[src/rtl/sprite_draw_scheduler_pkg.sv]
// Shared definitions for the sprite draw scheduler: screen geometry in
// tiles, request record layout, sequencer state encoding and range check.
package sprite_draw_scheduler_pkg;

    localparam int TILE_COLS = 20;
    localparam int TILE_ROWS = 15;
    localparam int SPRITE_W  = 8;
    localparam int PIX_SHIFT = $clog2(SPRITE_W);
    localparam int ID_W      = 4;
    localparam int COL_W     = 5;
    localparam int ROW_W     = 4;
    localparam int REQ_W     = COL_W + ROW_W + ID_W;

    typedef enum logic [1:0] {
        ST_IDLE  = 2'd0,
        ST_ISSUE = 2'd1,
        ST_HOLD  = 2'd2
    } sched_state_t;

    typedef struct packed {
        logic [COL_W-1:0] col;
        logic [ROW_W-1:0] row;
        logic [ID_W-1:0]  id;
    } tile_req_t;

    function automatic logic tile_in_range(input tile_req_t r);
        return (r.col < COL_W'(TILE_COLS)) && (r.row < ROW_W'(TILE_ROWS));
    endfunction

endpackage

[src/rtl/sprite_draw_scheduler_if.sv]
// Request and draw-side signal bundle of the sprite draw scheduler.
// master = game logic / test side, slave = the scheduler itself.
interface sprite_draw_scheduler_if;
    import sprite_draw_scheduler_pkg::*;

    logic             a_valid;
    logic [COL_W-1:0] a_col;
    logic [ROW_W-1:0] a_row;
    logic [ID_W-1:0]  a_id;
    logic             a_ready;

    logic             b_valid;
    logic [COL_W-1:0] b_col;
    logic [ROW_W-1:0] b_row;
    logic [ID_W-1:0]  b_id;
    logic             b_ready;

    logic [7:0]       draw_x;
    logic [6:0]       draw_y;
    logic [ID_W-1:0]  draw_id;
    logic             begin_draw;
    logic             busy;
    logic             range_err;

    modport master (
        output a_valid, a_col, a_row, a_id,
        output b_valid, b_col, b_row, b_id,
        input  a_ready, b_ready,
        input  draw_x, draw_y, draw_id, begin_draw, busy, range_err
    );

    modport slave (
        input  a_valid, a_col, a_row, a_id,
        input  b_valid, b_col, b_row, b_id,
        output a_ready, b_ready,
        output draw_x, draw_y, draw_id, begin_draw, busy, range_err
    );

endinterface

[src/rtl/sprite_draw_scheduler_fifo.sv]
// Synchronous request FIFO: registered count, head is the combinational
// read of the oldest entry. Push and pop are ignored when full / empty.
module sprite_draw_scheduler_fifo #(
    parameter int DEPTH = 8,
    parameter int WIDTH = 13
) (
    input  logic                   i_clk,
    input  logic                   i_resetn,
    input  logic                   i_push,
    input  logic [WIDTH-1:0]       i_wdata,
    input  logic                   i_pop,
    output logic [WIDTH-1:0]       o_head,
    output logic [$clog2(DEPTH):0] o_count
);
    localparam int AW = $clog2(DEPTH);
    localparam logic [AW:0] C_FULL = (AW+1)'(DEPTH);

    logic [WIDTH-1:0] r_mem [DEPTH];
    logic [AW-1:0]    r_wr_ptr;
    logic [AW-1:0]    r_rd_ptr;
    logic [AW:0]      r_count;
    logic             w_do_push;
    logic             w_do_pop;

    assign w_do_push = i_push && (r_count != C_FULL);
    assign w_do_pop  = i_pop && (r_count != '0);
    assign o_head    = r_mem[r_rd_ptr];
    assign o_count   = r_count;

    // Storage array; contents need no reset since count gates every read.
    always_ff @(posedge i_clk) begin
        if (w_do_push) begin
            r_mem[r_wr_ptr] <= i_wdata;
        end
    end

    // Pointers wrap naturally because DEPTH is a power of two.
    always_ff @(posedge i_clk) begin
        if (!i_resetn) begin
            r_wr_ptr <= '0;
            r_rd_ptr <= '0;
            r_count  <= '0;
        end else begin
            if (w_do_push) r_wr_ptr <= r_wr_ptr + 1'b1;
            if (w_do_pop)  r_rd_ptr <= r_rd_ptr + 1'b1;
            case ({w_do_push, w_do_pop})
                2'b10:   r_count <= r_count + 1'b1;
                2'b01:   r_count <= r_count - 1'b1;
                default: r_count <= r_count;
            endcase
        end
    end

endmodule

[src/rtl/sprite_draw_scheduler.sv]
// Sprite draw scheduler: round-robin arbiter for two tile-redraw requesters,
// range check, request FIFO and the sequencer that feeds sprite_draw one
// 8x8 sprite at a time.
// Optional full-screen sweep is enabled by defining SCHED_SWEEP_EN.
//
// state    | meaning
// ---------+-------------------------------------------------------------
// ST_IDLE  | waiting; pops FIFO head (or next sweep tile) into draw regs
// ST_ISSUE | begin_draw high for this single cycle
// ST_HOLD  | draw inputs held stable while sprite_draw plots its pixels
module sprite_draw_scheduler
    import sprite_draw_scheduler_pkg::*;
#(
    parameter int DEPTH       = 8,
    parameter int DRAW_CYCLES = 66
) (
    input  logic            i_clk,
    input  logic            i_resetn,
`ifdef SCHED_SWEEP_EN
    input  logic            i_sweep_start,
    input  logic [ID_W-1:0] i_sweep_id,
    output logic            o_sweep_busy,
`endif
    sprite_draw_scheduler_if.slave bus
);
    localparam int CW = $clog2(DEPTH) + 1;
    localparam int HW = $clog2(DRAW_CYCLES);
    localparam logic [CW-1:0] C_FULL      = CW'(DEPTH);
    localparam logic [HW-1:0] C_HOLD_LOAD = HW'(DRAW_CYCLES - 1);

    sched_state_t    r_state;
    sched_state_t    w_state_nxt;
    logic [HW-1:0]   r_hold_cnt;
    logic            r_rr_b;
    logic            r_range_err;
    logic [7:0]      r_draw_x;
    logic [6:0]      r_draw_y;
    logic [ID_W-1:0] r_draw_id;

    tile_req_t       w_req_a;
    tile_req_t       w_req_b;
    tile_req_t       w_req_sel;
    tile_req_t       w_head;
    logic [CW-1:0]   w_count;
    logic            w_has_room;
    logic            w_grant_a;
    logic            w_grant_b;
    logic            w_req_ok;
    logic            w_push;
    logic            w_drop;
    logic            w_pop;
    logic            w_sweep_busy;

    assign w_req_a    = {bus.a_col, bus.a_row, bus.a_id};
    assign w_req_b    = {bus.b_col, bus.b_row, bus.b_id};

    // Grant uses the registered count only: a pop in the same cycle does not
    // open a slot early.
    assign w_has_room = (w_count < C_FULL);
    assign w_grant_a  = bus.a_valid && w_has_room && (!bus.b_valid || !r_rr_b);
    assign w_grant_b  = bus.b_valid && w_has_room && (!bus.a_valid ||  r_rr_b);
    assign w_req_sel  = w_grant_b ? w_req_b : w_req_a;
    assign w_req_ok   = tile_in_range(w_req_sel);
    assign w_push     = (w_grant_a || w_grant_b) && w_req_ok;
    assign w_drop     = (w_grant_a || w_grant_b) && !w_req_ok;

    sprite_draw_scheduler_fifo #(
        .DEPTH (DEPTH),
        .WIDTH (REQ_W)
    ) u_fifo (
        .i_clk    (i_clk),
        .i_resetn (i_resetn),
        .i_push   (w_push),
        .i_wdata  (w_req_sel),
        .i_pop    (w_pop),
        .o_head   (w_head),
        .o_count  (w_count)
    );

    // Round-robin pointer moves to the loser only when both requested.
    always_ff @(posedge i_clk) begin
        if (!i_resetn) begin
            r_rr_b      <= 1'b0;
            r_range_err <= 1'b0;
        end else begin
            r_range_err <= w_drop;
            if (w_grant_a && bus.b_valid) begin
                r_rr_b <= 1'b1;
            end else if (w_grant_b && bus.a_valid) begin
                r_rr_b <= 1'b0;
            end
        end
    end

`ifdef SCHED_SWEEP_EN
    logic             r_sw_busy;
    logic             r_sw_last_issued;
    logic [COL_W-1:0] r_sw_col;
    logic [ROW_W-1:0] r_sw_row;
    logic [ID_W-1:0]  r_sw_id;
    logic             w_sweep_pending;
    logic             w_take_sweep;
    logic             w_hold_done;

    assign w_sweep_pending = r_sw_busy && !r_sw_last_issued;
    assign w_hold_done     = (r_state == ST_HOLD) && (r_hold_cnt == '0);
    assign w_sweep_busy    = r_sw_busy;
    assign o_sweep_busy    = r_sw_busy;

    // Sweep arm, row-major tile walk, and release once the last tile's hold ends.
    always_ff @(posedge i_clk) begin
        if (!i_resetn) begin
            r_sw_busy        <= 1'b0;
            r_sw_last_issued <= 1'b0;
            r_sw_col         <= '0;
            r_sw_row         <= '0;
            r_sw_id          <= '0;
        end else if (i_sweep_start && !r_sw_busy) begin
            r_sw_busy        <= 1'b1;
            r_sw_last_issued <= 1'b0;
            r_sw_col         <= '0;
            r_sw_row         <= '0;
            r_sw_id          <= i_sweep_id;
        end else begin
            if (w_take_sweep) begin
                if (r_sw_col == COL_W'(TILE_COLS - 1)) begin
                    r_sw_col <= '0;
                    if (r_sw_row == ROW_W'(TILE_ROWS - 1)) begin
                        r_sw_last_issued <= 1'b1;
                    end else begin
                        r_sw_row <= r_sw_row + 1'b1;
                    end
                end else begin
                    r_sw_col <= r_sw_col + 1'b1;
                end
            end
            if (w_hold_done && r_sw_last_issued) begin
                r_sw_busy        <= 1'b0;
                r_sw_last_issued <= 1'b0;
            end
        end
    end
`else
    assign w_sweep_busy = 1'b0;
`endif

    // Sequencer next-state: a pending sweep outranks the FIFO at IDLE.
    always_comb begin
        w_state_nxt = r_state;
        w_pop       = 1'b0;
`ifdef SCHED_SWEEP_EN
        w_take_sweep = 1'b0;
`endif
        case (r_state)
            ST_IDLE: begin
`ifdef SCHED_SWEEP_EN
                if (w_sweep_pending) begin
                    w_take_sweep = 1'b1;
                    w_state_nxt  = ST_ISSUE;
                end else
`endif
                if (w_count != '0) begin
                    w_pop       = 1'b1;
                    w_state_nxt = ST_ISSUE;
                end
            end
            ST_ISSUE: w_state_nxt = ST_HOLD;
            ST_HOLD: begin
                if (r_hold_cnt == '0) w_state_nxt = ST_IDLE;
            end
            default: w_state_nxt = ST_IDLE;
        endcase
    end

    // State register and hold timer (down-count to zero = DRAW_CYCLES in HOLD).
    always_ff @(posedge i_clk) begin
        if (!i_resetn) begin
            r_state    <= ST_IDLE;
            r_hold_cnt <= '0;
        end else begin
            r_state <= w_state_nxt;
            if (r_state == ST_ISSUE) begin
                r_hold_cnt <= C_HOLD_LOAD;
            end else if ((r_state == ST_HOLD) && (r_hold_cnt != '0)) begin
                r_hold_cnt <= r_hold_cnt - 1'b1;
            end
        end
    end

    // Draw inputs load on selection and stay put until the next selection.
    always_ff @(posedge i_clk) begin
        if (!i_resetn) begin
            r_draw_x  <= '0;
            r_draw_y  <= '0;
            r_draw_id <= '0;
        end else if (w_pop) begin
            r_draw_x  <= {w_head.col, {PIX_SHIFT{1'b0}}};
            r_draw_y  <= {w_head.row, {PIX_SHIFT{1'b0}}};
            r_draw_id <= w_head.id;
        end
`ifdef SCHED_SWEEP_EN
        else if (w_take_sweep) begin
            r_draw_x  <= {r_sw_col, {PIX_SHIFT{1'b0}}};
            r_draw_y  <= {r_sw_row, {PIX_SHIFT{1'b0}}};
            r_draw_id <= r_sw_id;
        end
`endif
    end

    assign bus.a_ready    = w_grant_a;
    assign bus.b_ready    = w_grant_b;
    assign bus.draw_x     = r_draw_x;
    assign bus.draw_y     = r_draw_y;
    assign bus.draw_id    = r_draw_id;
    assign bus.begin_draw = (r_state == ST_ISSUE);
    assign bus.range_err  = r_range_err;
    assign bus.busy       = (w_count != '0) || (r_state != ST_IDLE) || w_sweep_busy;

endmodule
[src/flat_wrapper.sv]
// flat-port wrapper written by rule: the top's interface ports become plain ports
module sprite_draw_scheduler_flat import sprite_draw_scheduler_pkg::*;
#(
    parameter int DEPTH       = 8,
    parameter int DRAW_CYCLES = 66
)
  (i_clk, i_resetn, bus_a_valid, bus_a_col, bus_a_row, bus_a_id, bus_b_valid, bus_b_col, bus_b_row, bus_b_id, bus_a_ready, bus_b_ready, bus_draw_x, bus_draw_y, bus_draw_id, bus_begin_draw, bus_busy, bus_range_err);
  sprite_draw_scheduler_if bus_i ();
  input  logic i_clk;
  input  logic i_resetn;
  input wire logic [$bits(bus_i.a_valid)-1:0] bus_a_valid;
  input wire logic [$bits(bus_i.a_col)-1:0] bus_a_col;
  input wire logic [$bits(bus_i.a_row)-1:0] bus_a_row;
  input wire logic [$bits(bus_i.a_id)-1:0] bus_a_id;
  input wire logic [$bits(bus_i.b_valid)-1:0] bus_b_valid;
  input wire logic [$bits(bus_i.b_col)-1:0] bus_b_col;
  input wire logic [$bits(bus_i.b_row)-1:0] bus_b_row;
  input wire logic [$bits(bus_i.b_id)-1:0] bus_b_id;
  output wire logic [$bits(bus_i.a_ready)-1:0] bus_a_ready;
  output wire logic [$bits(bus_i.b_ready)-1:0] bus_b_ready;
  output wire logic [$bits(bus_i.draw_x)-1:0] bus_draw_x;
  output wire logic [$bits(bus_i.draw_y)-1:0] bus_draw_y;
  output wire logic [$bits(bus_i.draw_id)-1:0] bus_draw_id;
  output wire logic [$bits(bus_i.begin_draw)-1:0] bus_begin_draw;
  output wire logic [$bits(bus_i.busy)-1:0] bus_busy;
  output wire logic [$bits(bus_i.range_err)-1:0] bus_range_err;
  assign bus_i.a_valid = bus_a_valid;
  assign bus_i.a_col = bus_a_col;
  assign bus_i.a_row = bus_a_row;
  assign bus_i.a_id = bus_a_id;
  assign bus_i.b_valid = bus_b_valid;
  assign bus_i.b_col = bus_b_col;
  assign bus_i.b_row = bus_b_row;
  assign bus_i.b_id = bus_b_id;
  assign bus_a_ready = bus_i.a_ready;
  assign bus_b_ready = bus_i.b_ready;
  assign bus_draw_x = bus_i.draw_x;
  assign bus_draw_y = bus_i.draw_y;
  assign bus_draw_id = bus_i.draw_id;
  assign bus_begin_draw = bus_i.begin_draw;
  assign bus_busy = bus_i.busy;
  assign bus_range_err = bus_i.range_err;
  sprite_draw_scheduler #(.DEPTH(DEPTH), .DRAW_CYCLES(DRAW_CYCLES)) u_core (.i_clk(i_clk), .i_resetn(i_resetn), .bus(bus_i));
endmodule
[config.mk]
export PLATFORM = sky130hd
export DESIGN_NAME = sprite_draw_scheduler_flat
export DESIGN_NICKNAME = d
export VERILOG_FILES = /design/src/rtl/sprite_draw_scheduler_pkg.sv /design/src/rtl/sprite_draw_scheduler_if.sv /design/src/rtl/sprite_draw_scheduler_fifo.sv /design/src/rtl/sprite_draw_scheduler.sv /design/src/flat_wrapper.sv
export SDC_FILE = /design/constraint.sdc
export NUM_CORES = 1
export LEC_CHECK = 0
export BUFFER_PORTS_ARGS = -buffer_cell sky130_fd_sc_hd__buf_4
export CORE_UTILIZATION = 53
export DETAILED_ROUTE_END_ITERATION = 8
export PLACE_DENSITY = 0.75
export SYNTH_ARGS = -nofsm -noshare
export SYNTH_HDL_FRONTEND = slang
export SYNTH_SLANG_ARGS = --single-unit
[constraint.sdc]
create_clock -name i_clk -period 2.25 [get_ports i_clk]
set_input_delay 0.225 -clock i_clk [delete_from_list [all_inputs] [get_ports i_clk]]
set_output_delay 0.225 -clock i_clk [all_outputs]
set_load 0.01 [all_outputs]
==> results of run 1 <==
-- synthesized netlist by cell type, types with 8 or more instances --
cell type / number
dfxtp_1: 34
mux2i_1: 18
nand2_1: 8
buf_4: 10
edfxtp_1: 104
o21ai_0: 19
a21oi_1: 16
clkbuf_1: 8
nor2_1: 19
mux4_2: 26
mux2_2: 13
xor2_1: 8
-- worst max-delay path, cell delays in order, from the launching register on --
cell      delay [ps]
dfxtp_2          330
nand2b_4         140
nand4b_1         200
a21boi_2         220
inv_2             70
ha_2             180
xor2_1           170
ha_2             220
a21oi_2           40
xor2_1           150
or3_1            310
a21oi_1          120
-- layout make-up --
class	count	area share (%)
Clock inverter	15	1.97
Tap cell	136	2.41
Inverter	5	0.266
Clock buffer	17	5.88
Timing Repair Buffer	70	9.23
Multi-Input combinational cell	196	26.2
Sequential cell	138	54.0
-- repair_timing --
action                                  in CTS  in global routing
endpoints found under the setup margin       1                  2
setup buffers                                0                  2
pin swaps                                    0                  4
gates resized for setup                      1                  8
-- routing by layer --
layer  share of wire, %  wire length, µm  global-route usage [%]  vias to the layer above
li1                   -                -                       -                     1524
met1                 42             4760                    27.0                     1628
met2                 51             5830                    37.0                      102
met3                5.3              604                    6.87                       16
met4                1.5              166                    8.04                        0
met5                  0                0                       0                        -
-- state kept, by name, indices dropped and copies added (netlist names) --
name,flops
u_core.bus.draw_y,4
u_core.r_hold_cnt,7
u_core.bus.draw_x,5
u_core.bus.range_err,1
u_core.bus.draw_id,4
u_core.u_fifo.r_rd_ptr,3
u_core.u_fifo.o_count,4
u_core.u_fifo.r_mem,104
u_core.r_state,2
u_core.u_fifo.r_wr_ptr,3
u_core.r_rr_b,1
-- power by group through the flow --
stage               Clock [mW]  Sequential, mW  Combinational, mW
CTS                       2.61            3.30               2.35
floorplan                    0            3.30               1.59
detailed placement           0            3.35               2.32
global placement             0            3.33               2.25
finish                    2.57            3.31               2.37
global route              2.70            3.34               2.59
-- final timing paths --
kind,from,end,cells past startpoint
min,i_resetn,u_core.bus.draw_id[0],3
min reg2reg,u_core.r_hold_cnt[1],u_core.r_hold_cnt[1],2
max reg2reg,u_core.u_fifo.o_count[3],u_core.u_fifo.o_count[2],11
max,u_core.u_fifo.o_count[3],u_core.u_fifo.o_count[2],11
-- logic make-up (layout without fill, tap and decap cells) --
group	Yosys count	in the layout	synth area share [%]
compound gates	48	48	5.03
xor+xnor	10	10	1.52
fa+ha+maj	7	7	1.52
buf+inv	30	107	2.77
flops	138	138	66.2
mux	57	57	15.9
other cells	1	6	0.0653
simple gates	68	68	7.01
-- per-stage QoR --
stage	utilization (%)	cells
5_1_grt	67.7	577
4_1_cts	67.3	575
3_3_place_gp	61.9	543
2_1_floorplan	-	364
6_report	67.7	577
3_5_place_dp	61.9	543
==> summary.md, run 1 <==
| Metric | Value |
|---|---|
| Ports | 54 |
| Syn. warnings | 0 |
| Static leakage | 2.48 nW |
| Clock Latency Late Sink | ~520 ps |
| Commonest non-fill, non-tap cells in the layout | 104 x edfxtp_1, 60 x buf_4, 30 x dfxtp_1, 26 x mux4_2 |
| CP endpoint kind | register |
| Layout area overhead | 22.7% |
| Final Skew | just under 10 ps |
| Synth top area share | about 54% |
| Final setup fails | 0 |
| Die height | 106 µm |
| Area contributors post-synth | edfxtp_1 54%, dfxtp_1 12%, mux4_2 10% |
| WP data arrival | roughly 2700 ps |
| Final clock period utilization by the worst path | 97.8% |
| Peak VDD IR | about 0.6 mV |
| Netlist cell types | 46 |
| Vias in the first global route | roughly 3400 |
| Final wirelength | between 10000 and 15000 µm |
| Post-route cell area | approximately 0.007 mm² |
| Tot Pwr | approximately 8.2 mW |
| Multi-input logic area | between 0.0015 and 0.002 mm² |
| Gr ovfl total | 0 |
| Placed cell area | about 0.0064 mm² |
| 1st-pass router iterations | 5 |
| WHS | ~110 ps |
| FILL cells | 721 |
| Clk pwr share | 31.2% |
| CP Max Fanout | 3 |
| Sequential Power Share | between 40% and 50% |
| Antenna violations before repair | 0 |
| Initial Util | between 50% and 60% |
| Nets | 465 |
| Register area share after synthesis | about 66% |
| Pin count of the biggest net entering global routing | 29 |
| Mapped Cells | around 360 |
| Antenna Nets Post-Route | 0 |
| GRT Overall Usage | between 20% and 30% |
| IO buf count | 47 |
| Layout cell share with drive strength beyond 1 | about 36% |
| WS Path Type | register to register |
| Vias per inst | 5.67 |
| Max Fclk | approximately 450 MHz |
| Setup TNS | 0 ps |
| # DRC | 0 |
| Fin worst setup slack | 49.0 ps |
| CTS tree | done |
| First-pass GRT wire length | ~18000 µm |
| Least-Margin Pin Slew | ~510 ps |
| Post-synth ARST share | 0% |
| Htree depth | 4 |
| Core Area | 0.0104 mm² |
| Clk slew on worst S/H paths | approximately 60 ps |
| Hold violation count in the final report | 0 |
| Post-DP HPWL | 6820 µm |
| Internal power | ~5.7 mW |
| Combinational Power Share | 28.7% |
| Status | completed |
| CP required | 2700 ps |
| Via count | 3270 |
| Synth Flop Type | edfxtp_1 |
| Die area | ~0.011 mm² |
| Slew HR | 65.9% |
| Synth area leader | edfxtp_1 |
| # diodes | 0 |
| Clock sink total | roughly 140 |
| CTS Buf Count | 17 |
| Register area | roughly 0.0038 mm² |
| Placer Congestion | between 0.7 and 0.8 |
| Syn Std Cell Area | about 0.0057 mm² |
| Worst min-delay path class | primary input to register |
| NetSw | 2.50 mW |
| EDFF count, synth | 104 |
| Final Critical Period | 2200 ps |
| Clock buffer depth | 2 |
| Max Transition Viols Final | 0 |
| Wire length per cell | between 15 and 20 µm |
| Mean Syn Cell Area | about 16 µm² |
| Switch share | a little over 30% |
| 1st-iter DRT viols | between 200 and 250 |
| Clock root cell | clkbuf_8 |
| Critical Path Source Type | register |
| P per Cell Area | between 1000 and 1500 mW/mm² |
| Die width | between 100 and 150 µm |
| Reg2reg setup slack | between 40 and 50 ps |
| Max Cap Viol | 0 |
| #FFs+latches synth | approximately 140 |
| Core Rows | 37 |
| Worst slack at placement | -114 ps |
| # hold bufs at CTS | 0 |
| Commonest non-fill, non-tap cell in the layout | edfxtp_1 |
(Power assumes the default switching activity.)
==> run 2, diff against run 1 <==
REMOVE_ABC_BUFFERS = 1   (was unset)
==> summary.md, run 2 (synthesized netlist as in run 1, its figures left out) <==
| Metric | Value |
|---|---|
| Antenna Nets Post-Route | 0 (unchanged) |
| Critical Path Source Type | register |
| Post-route cell area | 0.00712 mm² (+1.0%) |
| Pin count of the biggest net entering global routing | 25 (-14%) |
| # DRC | 0 (unchanged) |
| Wire length per cell | 19.6 µm (-0.31%) |
| Max Transition Viols Final | 0 (unchanged) |
| Commonest non-fill, non-tap cells in the layout | 104 x edfxtp_1, 88 x buf_4, 31 x dfxtp_1, 26 x mux4_2 |
| Layout cell share with drive strength beyond 1 | 39.3% (+3.0 points) |
| Post-DP HPWL | 7420 µm (+8.8%) |
| # diodes | 0 (unchanged) |
| Worst min-delay path class | primary input to register |
| Layout area overhead | 24.0% |
| Max Fclk | 452 MHz (-0.49%) |
| 1st-iter DRT viols | 241 (+15%) |
| Placer Congestion | 0.803 (+1.5%) |
| Max Cap Viol | 0 (unchanged) |
| Fin worst setup slack | 38.2 ps (-10.8 ps) |
| Static leakage | 2.56 nW (+3.5%) |
| Final clock period utilization by the worst path | 98.3% (+0.48 points) |
| Final Skew | 11.7 ps (+1.74 ps) |
| Die height | 106 µm (unchanged) |
| Clock root cell | clkbuf_8 |
| Via count | 3409 (+4.3%) |
| 1st-pass router iterations | 4 (-1) |
| First-pass GRT wire length | 18000 µm (+0.73%) |
| CP required | 2690 ps (about the same) |
| Die width | 106 µm (unchanged) |
| Initial Util | 55.2% (unchanged) |
| Placed cell area | 0.00646 mm² (+0.23%) |
| GRT Overall Usage | 22.0% (-0.077 points) |
| # hold bufs at CTS | 0 (unchanged) |
| Hold violation count in the final report | 0 (unchanged) |
| Final setup fails | 0 (unchanged) |
| Clk slew on worst S/H paths | 60 ps (about the same) |
| Ports | 54 (unchanged) |
| P per Cell Area | 1180 mW/mm² (+1.1%) |
| Status | completed |
| Clock sink total | 138 (unchanged) |
| Reg with most FFs | u_core.u_fifo.r_mem |
| CTS Buf Count | 17 (unchanged) |
| Tot Pwr | 8.43 mW (+2.2%) |
| Worst slack at placement | -224 ps (-110 ps) |
| Antenna violations before repair | 0 (unchanged) |
| WP data arrival | 2650 ps (about the same) |
| Commonest non-fill, non-tap cell in the layout | edfxtp_1 |
| Core Area | 0.0104 mm² (unchanged) |
| Vias per inst | 5.71 (+0.76%) |
| Peak VDD IR | 0.610 mV (about the same) |
| Final Critical Period | 2210 ps (+10.8 ps) |
| Htree depth | 4 (unchanged) |
| Core Rows | 37 (unchanged) |
| Multi-input logic area | 0.00186 mm² (+0.68%) |
| FILL cells | 677 (-6.1%) |
| Gr ovfl total | 0 (unchanged) |
| Die area | 0.0113 mm² (unchanged) |
| Clock Latency Late Sink | 510 ps (about the same) |
| Vias in the first global route | 3322 (-2.4%) |
| CP Max Fanout | 3 (unchanged) |
| CP endpoint kind | register |
| Max reg flops | 104 (unchanged) |
| Register area | 0.00381 mm² (about the same) |
| Nets | 485 (+4.3%) |
| WS Path Type | register to register |
| RSZ-0062 raised after global routing | yes |
| Clock buffer depth | 2 (unchanged) |
| IO buf count | 47 (unchanged) |
| CTS tree | done |
| Final wirelength | 11700 µm (+3.1%) |
run 2: cell count changes in the layout (fill, tap and decap cells not counted), moves of 2 or more:
| cell | change |
|---|---|
| buf_4 | +28 |
| buf_12 | -8 |
| clkinv_4 | +2 |
| clkinvlp_4 | -2 |
run 2: worst paths after layout:
path | start | to | slack (ps) | cells past startpoint
worst min-delay path | i_resetn | u_core.bus.draw_id[3] | 110 | 3
worst max-delay path | u_core.u_fifo.o_count[3] | u_core.u_fifo.o_count[2] | 40 | 11
worst max register to register | u_core.u_fifo.o_count[3] | u_core.u_fifo.o_count[2] | 40 | 11
worst min register to register | u_core.r_hold_cnt[1] | u_core.r_hold_cnt[1] | 520 | 2
run 2: cell type report:
cell class / instances / area share, %
Multi-Input combinational cell: 196 / 26.1
Tap cell: 136 / 2.39
Inverter: 5 / 0.264
Sequential cell: 138 / 53.5
Timing Repair Buffer: 90 / 9.84
Clock inverter: 13 / 1.86
Clock buffer: 19 / 6.06
run 2: what timing repair did:
| item | in CTS | in global routing |
|---|---|---|
| endpoints found under the setup margin | 2 | 2 |
| setup buffers | 2 | 3 |
| pin swaps | 1 | 5 |
| gates resized for setup | 6 | 8 |
run 2: power by group:
group	leakage [nW]	internal, mW	switching, mW
registers	1.22	3.10	0.196
logic	1.06	1.27	1.25
clock network	0.276	1.52	1.10
total	2.56	5.89	2.54
run 2: through the flow:
step	instances	util, %	TNS, ps	hold slack (ps)
after global placement	560	62.1	-278	500
after CTS	594	67.8	0	87.2
final	597	68.4	0	112
after floorplan	339	-	-5130	363
after global routing	597	68.4	-104	104
after detailed placement	560	62.1	-422	509
run 2: critical path: stages (launching register included):
cell	delay [ps]
dfxtp_2	330
nand2b_4	140
nand4b_1	220
a21boi_2	200
inv_1	90
ha_2	200
xor2_1	140
ha_2	200
a21oi_2	40
xor2_1	160
or3_1	310
a21oi_1	120
run 2: metal layers:
metal	up-vias	wire length, µm	GRT usage (%)
met3	2	585	4.84
met4	0	37	8.04
met1	1737	4930	28.1
met5	-	0	0
li1	1568	-	-
met2	102	6170	37.1
==> run 3, diff against run 2 <==
ABC_AREA = 1   (was unset)
==> summary.md, run 3 <==
| Metric | Value |
|---|---|
| Hold Path Cell Cnt | 3 (unchanged) |
| CTS tree | done |
| Most numerous cell in the Yosys netlist | edfxtp_1 |
| Post-synth ARST share | 0% (unchanged) |
| Layout cell share with drive strength beyond 1 | 24.4% (-15 points) |
| Post-DP HPWL | 8490 µm (+14%) |
| Initial Util | 54.2% (-0.91 points) |
| Vias in the first global route | 4235 (+27%) |
| Max Fclk | 443 MHz (-1.9%) |
| Sequential Power Share | 36.3% (-2.7 points) |
| Final clock period utilization by the worst path | 100% (+1.9 points) |
| Netlist cell types | 33 (-28%) |
| Max Cap Viol | 0 (unchanged) |
| Clk slew on worst S/H paths | 60 ps (about the same) |
| Peak VDD IR | 0.650 mV (+6.5%) |
| Setup TNS | -5.59 ps (-5.59 ps) |
| Switch share | 34.5% (+4.4 points) |
| Most frequent CP cell | nand2_4 |
| Via count | 4363 (+28%) |
| Max Transition Viols Final | 0 (unchanged) |
| Clock root cell | clkbuf_8 |
| Internal power | 6.10 mW (+3.5%) |
| GRT Overall Usage | 25.3% (+3.3 points) |
| Die area | 0.0115 mm² (+2.3%) |
| Reg2reg setup slack | -6 ps (-40 ps) |
| Die width | 107 µm (+1.1%) |
| CTS Buf Count | 17 (unchanged) |
| Syn. warnings | 0 (unchanged) |
| Static leakage | 2.85 nW (+11%) |
| Reg2Reg Launch Point | u_core.u_fifo.o_count[3] |
| CP required | 2660 ps (-30 ps) |
| R2R depth | 15 (+4) |
| Slowest CP cell | dfxtp_2 |
| Placer Congestion | 0.802 (about the same) |
| IO buf count | 47 (unchanged) |
| Clk pwr share | 29.2% (-1.9 points) |
| Antenna violations before repair | 0 (unchanged) |
| First-pass GRT wire length | 21300 µm (+18%) |
| Area contributors post-synth | edfxtp_1 53%, dfxtp_1 12%, o21ai_0 5.2% |
| Reg-to-Reg End | u_core.u_fifo.o_count[2] |
| Final setup fails | 1 (+1) |
| CP endpoint kind | register |
| Max reg flops | 104 (unchanged) |
| 1st-iter DRT viols | 320 (+33%) |
| Die height | 107 µm (+1.1%) |
| # diodes | 0 (unchanged) |
| Commonest non-fill, non-tap cells in the layout | 104 x edfxtp_1, 88 x buf_4, 73 x nor2_1, 63 x nand2_1, 59 x o21ai_0 |
| Clock buffer depth | 2 (unchanged) |
| Final Skew | 8.67 ps (-2.98 ps) |
| Critical Path Start | u_core.u_fifo.o_count[3] |
| Post-route cell area | 0.00732 mm² (+2.7%) |
| Vias per inst | 5.59 (-2.0%) |
| Placed cell area | 0.00655 mm² (+1.3%) |
| Commonest non-fill, non-tap cell in the layout | edfxtp_1 |
| Pin count of the biggest net entering global routing | 41 (+64%) |
| Fin worst setup slack | -5.59 ps (-43.8 ps) |
| Mapped Cells | 539 (+50%) |
| Antenna Nets Post-Route | 0 (unchanged) |
| Layout area overhead | 24.4% |
| Clock Latency Late Sink | 520 ps (about the same) |
| Commonest cells in the netlist | 104 x edfxtp_1, 73 x nor2_1, 69 x nand2_1 |
| WP data arrival | 2660 ps (about the same) |
| Status | finished, violations left |
| Clock sink total | 138 (unchanged) |
| Wire length per cell | 17.6 µm (-10%) |
| Nets | 664 (+37%) |
| Critical Path Source Type | register |
| Worst min-delay path class | primary input to register |
| Crit-path max cell delay | 340 ps (about the same) |
| Synth top area share | 53.1% (-1.2 points) |
| Syn Std Cell Area | 0.00588 mm² (+2.4%) |
| Ports | 54 (unchanged) |
| Reg with most FFs | u_core.u_fifo.r_mem |
| Hold violation count in the final report | 0 (unchanged) |
| #FFs+latches synth | 138 (unchanged) |
| NetSw | 3.22 mW (+27%) |
| Register area share after synthesis | 64.7% (-1.5 points) |
| Core Area | 0.0108 mm² (+4.1%) |
| Crit path cell chain | nor2_4 -> buf_6 -> nand2_8 -> nand2_4 -> nand2_4 -> nor2_4 -> nand2_4 -> nand3_4 -> ha_4 -> xor2_2 -> ha_2 -> a21oi_2 -> xnor2_1 -> o21ai_1 -> inv_1 |
| Final Critical Period | 2260 ps (+43.8 ps) |
| P per Cell Area | 1270 mW/mm² (+7.5%) |
| 1st-pass router iterations | 5 (+1) |
| Violated checks | setup timing |
| Combinational Power Share | 34.5% (+4.6 points) |
| Gr ovfl total | 0 (unchanged) |
| CP Max Fanout | 5 (+2) |
| WS Path Type | register to register |
| Final wirelength | 13700 µm (+17%) |
| Crit path to | u_core.u_fifo.o_count[2] |
| Synth area leader | edfxtp_1 |
| Core Rows | 38 (+2.7%) |
| EDFF count, synth | 104 (unchanged) |
| Mean Syn Cell Area | 10.9 µm² (-32%) |
| Synth Flop Type | edfxtp_1 |
| Htree depth | 4 (unchanged) |
| # DRC | 0 (unchanged) |
[run 3: changes by cell type after synthesis, sizes merged, moves of 13 or more]
cell and delta:
nand2 +71, o221ai +26, nor2 +62, inv +38
nand3 +23, mux2 -13, o21ai +43, mux4 -26
mux2i -18
[run 3: final cells by class]
class	count	area, µm²
clock buffers	20	435
clock inverters	12	149
fillers	794	3520
inverters	45	169
multi-input cells	334	1880
flip-flops and latches	138	3800
well taps	140	175
repair buffers	91	702
[run 3: metrics by stage]
step	std cells	util, %	setup WS [ps]	total power [mW]	hold WS [ps]
5_1_grt	780	67.5	-142	9.77	32.0
2_1_floorplan	516	-	-622	5.18	323
3_5_place_dp	739	60.4	-87.0	6.40	457
4_1_cts	777	66.5	7.27	9.19	22.9
6_report	780	67.5	-5.59	9.31	32.7
3_3_place_gp	739	60.4	32.7	6.26	450
[run 3: repair_timing]
action	4_1_cts	5_1_grt
hold buffers	1	0
gates resized for setup	3	20
hold endpoints to repair	1	0
cloned	1	0
buffers inserted	4	3
endpoints found under the setup margin	2	3
pin swaps	2	9
[run 3: power groups by stage]
stage	logic, mW	clock network (mW)	registers [mW]
4_1_cts	3.08	2.74	3.37
6_report	3.21	2.72	3.38
2_1_floorplan	1.64	0	3.55
3_3_place_gp	2.86	0	3.40
5_1_grt	3.51	2.85	3.41
3_5_place_dp	2.98	0	3.41
[run 3: cells by family after synthesis]
family	count (synthesis)	synth area share (%)
compound gates	119	12.0
xor+xnor	6	0.894
fa+ha+maj	7	1.49
buf+inv	73	5.38
flops	138	64.7
other cells	1	0.0638
simple gates	195	15.4
[run 3: how the worst min path moves through the flow]
stage,endpoint,slack (ps),from
floorplan,u_core.r_hold_cnt[6],320,i_resetn
global placement,u_core.r_hold_cnt[4],450,u_core.r_hold_cnt[4]
detailed placement,u_core.r_hold_cnt[5],460,u_core.r_hold_cnt[5]
CTS,u_core.u_fifo.o_count[3],20,i_resetn
global route,u_core.u_fifo.o_count[3],30,i_resetn
finish,u_core.u_fifo.o_count[3],30,i_resetn
[run 3: critical path: cells and delay by family, from the launching register on]
family / cells / cell delay, ps
compound gates: 2 / 230
xor+xnor: 2 / 330
fa+ha+maj: 2 / 390
buf+inv: 2 / 220
flops: 1 / 340
simple gates: 7 / 630
[run 3: layer usage]
| layer | vias up | GRT usage [%] | wire, µm |
|---|---|---|---|
| met5 | - | 0 | 0 |
| met4 | 0 | 12.2 | 292 |
| met3 | 21 | 5.69 | 847 |
| met2 | 192 | 41.8 | 6950 |
| met1 | 2095 | 31.6 | 5660 |
| li1 | 2055 | - | - |
